File: src/rtl/result_packer_if.sv
// SRAM write port between result_packer and the result SRAM.
// master drives the write; slave returns ry.
interface result_packer_if #(
  parameter int ADDR_W = 8
);
  logic              ry;
  logic              we_n;
  logic [ADDR_W-1:0] w_addr;
  logic [31:0]       dataRAM;

  modport master (
    input  ry,
    output we_n,
    output w_addr,
    output dataRAM
  );

  modport slave (
    output ry,
    input  we_n,
    input  w_addr,
    input  dataRAM
  );
endinterface

File: src/rtl/result_packer.sv
// Writeback packer: buffers 4-lane ALU sets and writes 2 words/set to SRAM.
// Define RESULT_PACK_SAT_EN to saturate lanes instead of truncating them.
module result_packer #(
  parameter int DATA_W     = 18,
  parameter int OUT_W      = 16,
  parameter int ADDR_W     = 8,
  parameter int NUM_WORDS  = 256,
  parameter int FIFO_DEPTH = 2
) (
  input  logic              clk,
  input  logic              rst,
  input  logic              web,
  input  logic [DATA_W-1:0] MU1,
  input  logic [DATA_W-1:0] MU2,
  input  logic [DATA_W-1:0] MU3,
  input  logic [DATA_W-1:0] MU4,
  input  logic              clear,
  result_packer_if.master   sram,
  output logic              busy,
  output logic              overflow,
  output logic              wrapped,
  output logic [ADDR_W:0]   wr_count
);

  localparam int PTR_W = (FIFO_DEPTH > 1) ? $clog2(FIFO_DEPTH) : 1;
  localparam int CNT_W = PTR_W + 1;
  localparam logic [ADDR_W-1:0] LAST = ADDR_W'(NUM_WORDS - 1);
  localparam logic [CNT_W-1:0] FULL_CNT = CNT_W'(FIFO_DEPTH);

  typedef enum logic [1:0] {
    IDLE,
    WR_LO,
    WR_HI
  } state_t;

  typedef struct packed {
    logic [DATA_W-1:0] mu4;
    logic [DATA_W-1:0] mu3;
    logic [DATA_W-1:0] mu2;
    logic [DATA_W-1:0] mu1;
  } set_t;

`ifdef RESULT_PACK_SAT_EN
  localparam logic [DATA_W-1:0] SMAX =
    {{(DATA_W-OUT_W+1){1'b0}}, {(OUT_W-1){1'b1}}};
  localparam logic [DATA_W-1:0] SMIN = ~SMAX;
`endif

  function automatic logic [OUT_W-1:0] red(
    input logic [DATA_W-1:0] x
  );
`ifdef RESULT_PACK_SAT_EN
    if ($signed(x) > $signed(SMAX))
      red = {1'b0, {(OUT_W-1){1'b1}}};
    else if ($signed(x) < $signed(SMIN))
      red = {1'b1, {(OUT_W-1){1'b0}}};
    else
      red = x[OUT_W-1:0];
`else
    red = x[OUT_W-1:0];
`endif
  endfunction

  state_t            state;
  logic              we_n_q;
  set_t              fifo [FIFO_DEPTH];
  logic [PTR_W-1:0]  wr_ptr;
  logic [PTR_W-1:0]  rd_ptr;
  logic [CNT_W-1:0]  count;
  logic [ADDR_W-1:0] addr;
  logic [31:0]       data;
  set_t              head;
  set_t              in_set;
  logic              full;
  logic              empty;
  logic              accept;
  logic              pop;
  logic              push;
  logic              drop;

  assign head   = fifo[rd_ptr];
  assign in_set = '{mu4: MU4, mu3: MU3, mu2: MU2, mu1: MU1};
  assign full   = (count == FULL_CNT);
  assign empty  = (count == '0);
  assign accept = (state != IDLE) && sram.ry;
  assign pop    = (state == WR_HI) && sram.ry;
  // A pop in the same cycle frees the slot the new set lands in.
  assign push   = web && (!full || pop);
  assign drop   = web && full && !pop;

  always_ff @(posedge clk) begin
    if (rst || clear) begin
      state    <= IDLE;
      we_n_q   <= 1'b1;
      wr_ptr   <= '0;
      rd_ptr   <= '0;
      count    <= '0;
      addr     <= '0;
      overflow <= 1'b0;
      wrapped  <= 1'b0;
      wr_count <= '0;
    end else begin
      if (push) begin
        fifo[wr_ptr] <= in_set;
        wr_ptr       <= wr_ptr + 1'b1;
      end
      if (pop)
        rd_ptr <= rd_ptr + 1'b1;
      count <= count + CNT_W'(push) - CNT_W'(pop);
      if (drop)
        overflow <= 1'b1;
      if (accept) begin
        if (addr == LAST) begin
          addr    <= '0;
          wrapped <= 1'b1;
        end else begin
          addr <= addr + 1'b1;
        end
        if (wr_count != '1)
          wr_count <= wr_count + 1'b1;
      end
      unique case (state)
        IDLE: begin
          if (!empty || push) begin
            state  <= WR_LO;
            we_n_q <= 1'b0;
          end
        end
        WR_LO: begin
          if (sram.ry)
            state <= WR_HI;
        end
        WR_HI: begin
          if (sram.ry) begin
            if (count > CNT_W'(1) || push) begin
              state <= WR_LO;
            end else begin
              state  <= IDLE;
              we_n_q <= 1'b1;
            end
          end
        end
        default: begin
          state  <= IDLE;
          we_n_q <= 1'b1;
        end
      endcase
    end
  end

  always_comb begin
    data = '0;
    unique case (state)
      WR_LO:   data = {red(head.mu2), red(head.mu1)};
      WR_HI:   data = {red(head.mu4), red(head.mu3)};
      default: data = '0;
    endcase
  end

  assign busy         = (state != IDLE) || !empty;
  assign sram.we_n    = we_n_q;
  assign sram.w_addr  = addr;
  assign sram.dataRAM = data;

endmodule

File: src/flat_wrapper.sv
// flat-port wrapper written by rule: the top's interface ports become plain ports
module result_packer_flat 
#(
  parameter int DATA_W     = 18,
  parameter int OUT_W      = 16,
  parameter int ADDR_W     = 8,
  parameter int NUM_WORDS  = 256,
  parameter int FIFO_DEPTH = 2
)
  (clk, rst, web, MU1, MU2, MU3, MU4, clear, busy, overflow, wrapped, wr_count, sram_ry, sram_we_n, sram_w_addr, sram_dataRAM);
  result_packer_if #(.ADDR_W(ADDR_W)) sram_i ();
  input  logic clk;
  input  logic rst;
  input  logic web;
  input  logic [DATA_W-1:0] MU1;
  input  logic [DATA_W-1:0] MU2;
  input  logic [DATA_W-1:0] MU3;
  input  logic [DATA_W-1:0] MU4;
  input  logic clear;
  output logic busy;
  output logic overflow;
  output logic wrapped;
  output logic [ADDR_W:0] wr_count;
  input wire logic [$bits(sram_i.ry)-1:0] sram_ry;
  output wire logic [$bits(sram_i.we_n)-1:0] sram_we_n;
  output wire logic [$bits(sram_i.w_addr)-1:0] sram_w_addr;
  output wire logic [$bits(sram_i.dataRAM)-1:0] sram_dataRAM;
  assign sram_i.ry = sram_ry;
  assign sram_we_n = sram_i.we_n;
  assign sram_w_addr = sram_i.w_addr;
  assign sram_dataRAM = sram_i.dataRAM;
  result_packer #(.DATA_W(DATA_W), .OUT_W(OUT_W), .ADDR_W(ADDR_W), .NUM_WORDS(NUM_WORDS), .FIFO_DEPTH(FIFO_DEPTH)) u_core (.clk(clk), .rst(rst), .web(web), .MU1(MU1), .MU2(MU2), .MU3(MU3), .MU4(MU4), .clear(clear), .sram(sram_i), .busy(busy), .overflow(overflow), .wrapped(wrapped), .wr_count(wr_count));
endmodule
File: config.mk
export PLATFORM = sky130hd
export DESIGN_NAME = result_packer_flat
export DESIGN_NICKNAME = d
export VERILOG_FILES = /design/src/rtl/result_packer_if.sv /design/src/rtl/result_packer.sv /design/src/flat_wrapper.sv
export SDC_FILE = /design/constraint.sdc
export NUM_CORES = 1
export LEC_CHECK = 0
export CAP_MARGIN = 30
export CORE_ASPECT_RATIO = 1.25
export CORE_MARGIN = 2
export CORE_UTILIZATION = 57
export CTS_CLUSTER_DIAMETER = 200
export DETAILED_ROUTE_END_ITERATION = 12
export DONT_BUFFER_PORTS = 1
export PLACE_DENSITY = 0.75
export SLEW_MARGIN = 20
export SYNTH_ARGS = -nofsm -noshare
export SYNTH_HDL_FRONTEND = slang
export SYNTH_SLANG_ARGS = --single-unit
File: constraint.sdc
create_clock -name clk -period 4.45 [get_ports clk]
set_input_delay 0.89 -clock clk [delete_from_list [all_inputs] [get_ports clk]]
set_output_delay 0.89 -clock clk [all_outputs]
set_load 0.005 [all_outputs]
# Word-level counts from Yosys, hierarchy flattened

Memories as Yosys holds them, arrays and structs flattened. A register that Yosys moved wholly into a read port is not among the register bits.
Cells that the tools add are included.

Output and inout port bits: 53
Bits in read-only memories: 0
Memory bits (writable): 144
Register bits after elaboration: 26
Memories: 1
Bits in latches: 0

Shift operators: 0
$lt $le $gt $ge: 1
Multiplexer cells: 16
Add/subtract/negate cells: 6
Multiply operators: 0
Bitwise logic cells: 1
Divide/modulo/power cells: 0
Reductions and logical operators: 20
Eq/ne operators: 9

Memory list:

| name        | depth | width | rd ports | clocked after Yosys merged registers in | write ports | RTL line            | RTL |
|---|---|---|---|---|---|---|---|
| u_core.fifo | 2     | 72    | 1        | 1                                       | 1           | result_packer.sv:66 | `set_t fifo [FIFO_DEPTH];` |

Operators by type and width:

| cell                                                                 | count |
|---|---|
| 32-bit one-hot mux with 2 select lines                               | 1 |
| 9-bit by 1-bit adder with 9-bit output, second input constant        | 1 |
| 1-bit 2-to-1 mux                                                     | 9 |
| 9-bit != test, second input constant                                 | 1 |
| 8-bit by 1-bit adder with 8-bit output, second input constant        | 1 |
| 8-bit == test, second input constant                                 | 1 |
| 8-bit 2-to-1 mux                                                     | 1 |
| 2-bit 2-to-1 mux                                                     | 3 |
| 2-bit != test, second input constant                                 | 3 |
| 2-bit one-hot mux with 3 select lines                                | 1 |
| 1-bit logical AND                                                    | 5 |
| 1-bit logical OR                                                     | 5 |
| 2-bit == test, second input constant                                 | 2 |
| 2-bit logical NOT                                                    | 2 |
| 2-bit AND reduction                                                  | 2 |
| 4-bit AND reduction                                                  | 1 |
| 1-bit logical NOT                                                    | 3 |
| 1-bit one-hot mux with 3 select lines                                | 1 |
| 3-bit AND reduction                                                  | 1 |
| 1-bit adder, second input constant                                   | 2 |
| 2-bit by 1-bit adder with 2-bit output                               | 1 |
| 2-bit by 1-bit == test with 1-bit output, second input constant      | 1 |
| 2-bit by 1-bit > comparator with 1-bit output, second input constant | 1 |
| 2-bit by 1-bit != test with 1-bit output, second input constant      | 1 |
| other kinds (3)                                                      | 3 |

# Longest topological paths before layout

Depth after elaboration: 8
Depth in mapped cells: 10
Mapped depth without buffers: 9

# Least setup slack after synthesis

No wires, ideal clock.

Path kind: input port to flip-flop
From: in sram_ry
To: mem u_core.fifo[0][0] (netlist name) (enable)
Data arrival time: 4.101 ns
Stages: 5
Path slack: -0.137 ns
Buffers on the path: 1
Cells stage by stage: and2_1 > clkbuf_1 > o21a_1 > nand2_1 > nor2_1

Word-level cells in the longest chain between the ends: 6

Ends and longest elaborated chain:

| item                                   | RTL line             | RTL |
|---|---|---|
| start: declaration                     | flat_wrapper.sv:24   | `input wire logic [$bits(sram_i.ry)-1:0] sram_ry;` |
| 1-bit logical AND                      | result_packer.sv:86  | `assign pop = (state == WR_HI) && sram.ry;` |
| via u_core.pop                         | result_packer.sv:77  | `logic pop;` |
| 1-bit logical OR                       | result_packer.sv:88  | `assign push = web && (!full \|\| pop);` |
| 1-bit logical AND                      | result_packer.sv:88  |  |
| via u_core.push                        | result_packer.sv:78  | `logic push;` |
| 1-bit 2-to-1 mux                       | result_packer.sv:103 | `if (push) begin` |
| 1-bit 2-to-1 mux                       | result_packer.sv:92  | `if (rst \|\| clear) begin` |
| 1-bit 2-to-1 mux (implied by the code) | result_packer.sv:104 | `fifo[wr_ptr] <= in_set;` |
| end: declaration                       | result_packer.sv:66  |  |

The timed path passes the listed nets, and every way through them passes these cells.

# Worst setup path after layout

From: reg u_core.state[1]
To: out sram_dataRAM[12]

Word-level cells in the longest chain between the ends: 2
Elaborated cells between the ends (all ways): 3
Those cells by class: eq/ne (2); mux (1)

Ends and longest elaborated chain:

| item                                                                             | RTL line             | RTL |
|---|---|---|
| start: declaration                                                               | result_packer.sv:64  | `state_t state;` |
| start signal: assignment                                                         | result_packer.sv:93  | `state <= IDLE;` |
| start signal: assignment                                                         | result_packer.sv:125 | `state <= WR_LO;` |
| start signal: assignment                                                         | result_packer.sv:131 | `state <= WR_HI;` |
| 2-bit == test / 2-bit by 1-bit == test with 1-bit output (equally long branches) | result_packer.sv:153 | `unique case (state)` |
| 32-bit one-hot mux with 2 select lines *                                         | result_packer.sv:153 |  |
| end: declaration                                                                 | flat_wrapper.sv:27   | `output wire logic [$bits(sram_i.dataRAM)-1:0] sram_dataRAM;` |

Mark *: on every way between the ends. The rest lies on a longest branch, timed or not.

==> key figures <==
Status
  • Status: complete, no violations

Route
  • Detail Route Antenna Nets: 0
  • WL final: 11,300 um
  • TritonRoute pass-1 iters: 4
  • Post-route DRC violation count: 0
  • WL/cell: 19.8 um
  • Via Count: 3,399
  • Iteration-0 DRC Markers: 179
  • Via-per-instance ratio: 5.95

STA
  • Fin crit share: 70.3%
  • Final setup fails: 0
  • Max Fclk: 320 MHz
  • Tightest Pin Transition: 835 ps
  • RSZ-0062 raised after global routing: false
  • Final Hold Vio Count: 0
  • TNS Setup: 0 ps
  • Final worst slack: 1320 ps
  • Layout Skew: 9.10 ps
  • Fin crit period: 3130 ps
  • Final Max Tran Viols: 0
  • Rel. slew slack: 44.3%

Global route
  • Antenna violations before repair: 0
  • Overall global routing resource usage: 19.3%
  • GRT overflow: 0
  • Largest net degree at the start of global routing: 37
  • First-pass GRT wire length: 17,500 um
  • Number of global-route vias before repair: 3,495

Clock network
  • Clk slew on worst S/H paths: 60 ps
  • Skew-Pair Late Insertion Delay: 410 ps
  • TritonCTS Buffers: 17
  • Hold Buf Count CTS: 0
  • Clock sinks: 155
  • Max clock buf depth: 2
  • Buffer count from post-CTS setup fixing: 0
  • H-tree depth: 4
  • TritonCTS clock tree: done
  • Post_cts resized: 0
  • CTS root buf: clkbuf_16

Critical path
  • Slowest stage delay, CP: 410 ps
  • Buf+Inv Stages, Crit Path: 3
  • Cell mode on critical path: inv_1
  • Crit-path cells: inv_1 > ha_1 > inv_1 > buf_4 > o22ai_1 > and2_1
  • Nature of the critical path startpoint: register
  • Worst-path fanout max: 23
  • CP max stage cell: buf_4
  • Worst Path Arrival: 2240 ps
  • Cell family with most CP delay: buffers and inverters
  • Critical Path RT: 3560 ps
  • Worst Setup End Kind: primary output
  • R2r setup slk: 1910 ps
  • WS Path Type: reg -> out

Place
  • Post-DP HPWL: 6930 um
  • Port buffer count: 0
  • Pre-CTS WS: 1680 ps
  • GPL Wtd Cong: 0.833

Finish
  • Area Overhead vs Synth: 13.5%
  • Filler instances: 729
  • Finished Core Util: 66.7%
  • Nets: 514
  • Share of cells above drive strength 1: 10.0%
  • Antenna diode count: 0

Die
  • Row cnt: 42
  • Initial Util: 58.8%
  • Core area: 10,700 sq um
  • DIE WIDTH: 97.8 um
  • DIE AREA: 11,900 sq um
  • I/O pin count: 130
  • Chip height: 121 um

Power and ir drop
  • Pwr dens: 459 nW/um^2
  • Switching fraction of total power: 19.4%
  • P_int: 2.63 mW
  • Combinational Power Share: 3.2%
  • Clk network pwr share: 47.5%
  • Leakage: 2.25 nW
  • Switch Pwr: 0.634 mW
  • Worst vdd ir: 0.298 mV
  • Reg power frac: 49.2%

Logic synthesis
  • Main synth FF type: edfxtp_1
  • Mapped Nets: 507
  • Share of the synthesized area in the top cell type: 61.3%
  • Synthesized netlist cell count: 420
  • Distinct cells, synth: 35
  • Async SR Flop Fraction: 0%
  • #FFs+latches synth: 155
  • Yosys top cell by area: edfxtp_1
  • Seq/Total Area, Yosys: 69.9%
  • Post-synth EDFFs: 128
  • Ys Warns: 0
  • Avg Inst Size Synth: 14.9 sq um
  • Mapped Area: 6270 sq um
  • Ranking of synthesized cells by area: edfxtp_1 (61%), mux2i_1 (11%), dfxtp_1 (8.6%)

Job
  • Max cap viols: 0

Min path
  • Min-delay worst type: reg -> reg
metal layers:
| metal | vias up | share of wire, % | global-route usage (%) |
|---|---|---|---|
| met3 | 17 | 7.6 | 8.06 |
| met2 | 111 | 51 | 32.2 |
| met4 | 0 | 1.4 | 7.38 |
| li1 | 1601 | - | - |
| met5 | - | 0 | 0 |
| met1 | 1670 | 40 | 22.4 |
sequential cells by signal, indices dropped and copies added (netlist names), named ones only:
signal              count
u_core.wr_ptr           1
u_core.fifo           128
u_core.wrapped          1
u_core.sram.w_addr      8
u_core.rd_ptr           1
u_core.overflow         1
u_core.state            2
u_core.wr_count         9
u_core.sram.we_n        1
u_core.count            2
metrics by stage:
step                      hold WS (ps)  cell area (sq um)  total power [mW]  instances
after floorplan                    464               6270              1.71        420
after global placement             482               6420              1.74        538
after detailed placement           488               6470              1.75        540
after CTS                          502               7110              3.29        571
after global routing               521               7110              3.36        571
final                              501               7110              3.27        571
layout by cell type, fill, tap and decap left out, drive strengths merged, types with 8 or more instances in the layout:
cell      n
dfxtp    27
inv      13
edfxtp  128
clkbuf   17
xnor2     8
o21ai     8
nor2     20
mux2i    67
and2     34
o22ai    32
nand2    11
ha       10
path summary, 6_finish.rpt:
| kind | start | cells after the start | end |
|---|---|---|---|
| worst max-delay path | u_core.state[1] | 6 | sram_dataRAM[12] |
| worst min-delay path | u_core.wrapped | 1 | u_core.wrapped |
| worst max register to register | u_core.state[0] | 6 | u_core.fifo[1][60] |
| worst min register to register | u_core.wrapped | 1 | u_core.wrapped |
power groups by stage:
stage | sequential, mW | clock (mW) | combinational (mW)
after floorplan | 1.64 | 0 | 0.0742
after global placement | 1.64 | 0 | 0.0968
after detailed placement | 1.64 | 0 | 0.106
after CTS | 1.61 | 1.58 | 0.107
after global routing | 1.61 | 1.63 | 0.116
final | 1.61 | 1.55 | 0.106
cell usage after synthesis, types with 5 or more instances:
cell type,count
edfxtp_1,128
dfxtp_1,27
xor2_1,5
ha_1,10
nand3_1,5
nand4_1,6
clkbuf_1,8
o21ai_0,7
mux2i_1,67
nand2_1,11
inv_1,8
buf_2,7
a21oi_1,7
o22ai_1,32
and2_1,34
nor2_1,20
xnor2_1,8
worst reg2reg max path, delay by kind of cell (launching register included):
family | cells | cell delay (ps)
AND/OR/NAND/NOR | 2 | 1000
buffers and inverters | 2 | 410
flip-flops | 1 | 350
AO/OA/AOI/OAI | 1 | 230
adder cells (fa/ha/maj) | 1 | 220
final cells by class:
type / count / area, sq um / area share (%)
flip-flops and latches: 155 / 4390 / 61.7
multi-input cells: 238 / 1780 / 25.1
clock buffers: 17 / 425 / 5.98
clock inverters: 14 / 216 / 3.04
well taps: 132 / 165 / 2.32
repair buffers: 7 / 105 / 1.48
inverters: 8 / 30.0 / 0.422
logic make-up after synthesis:
logic type	count (synthesis)	synth area share, %
DFF	155	69.9
and+or+nand+nor	94	8.52
muxes	67	10.7
AOI/OAI and AO/OA	54	5.29
buffers and inverters	27	1.76
xor gates and xnor gates	13	1.82
adders and majority gates	10	2.00
Power figures use the tool's default switching activity.
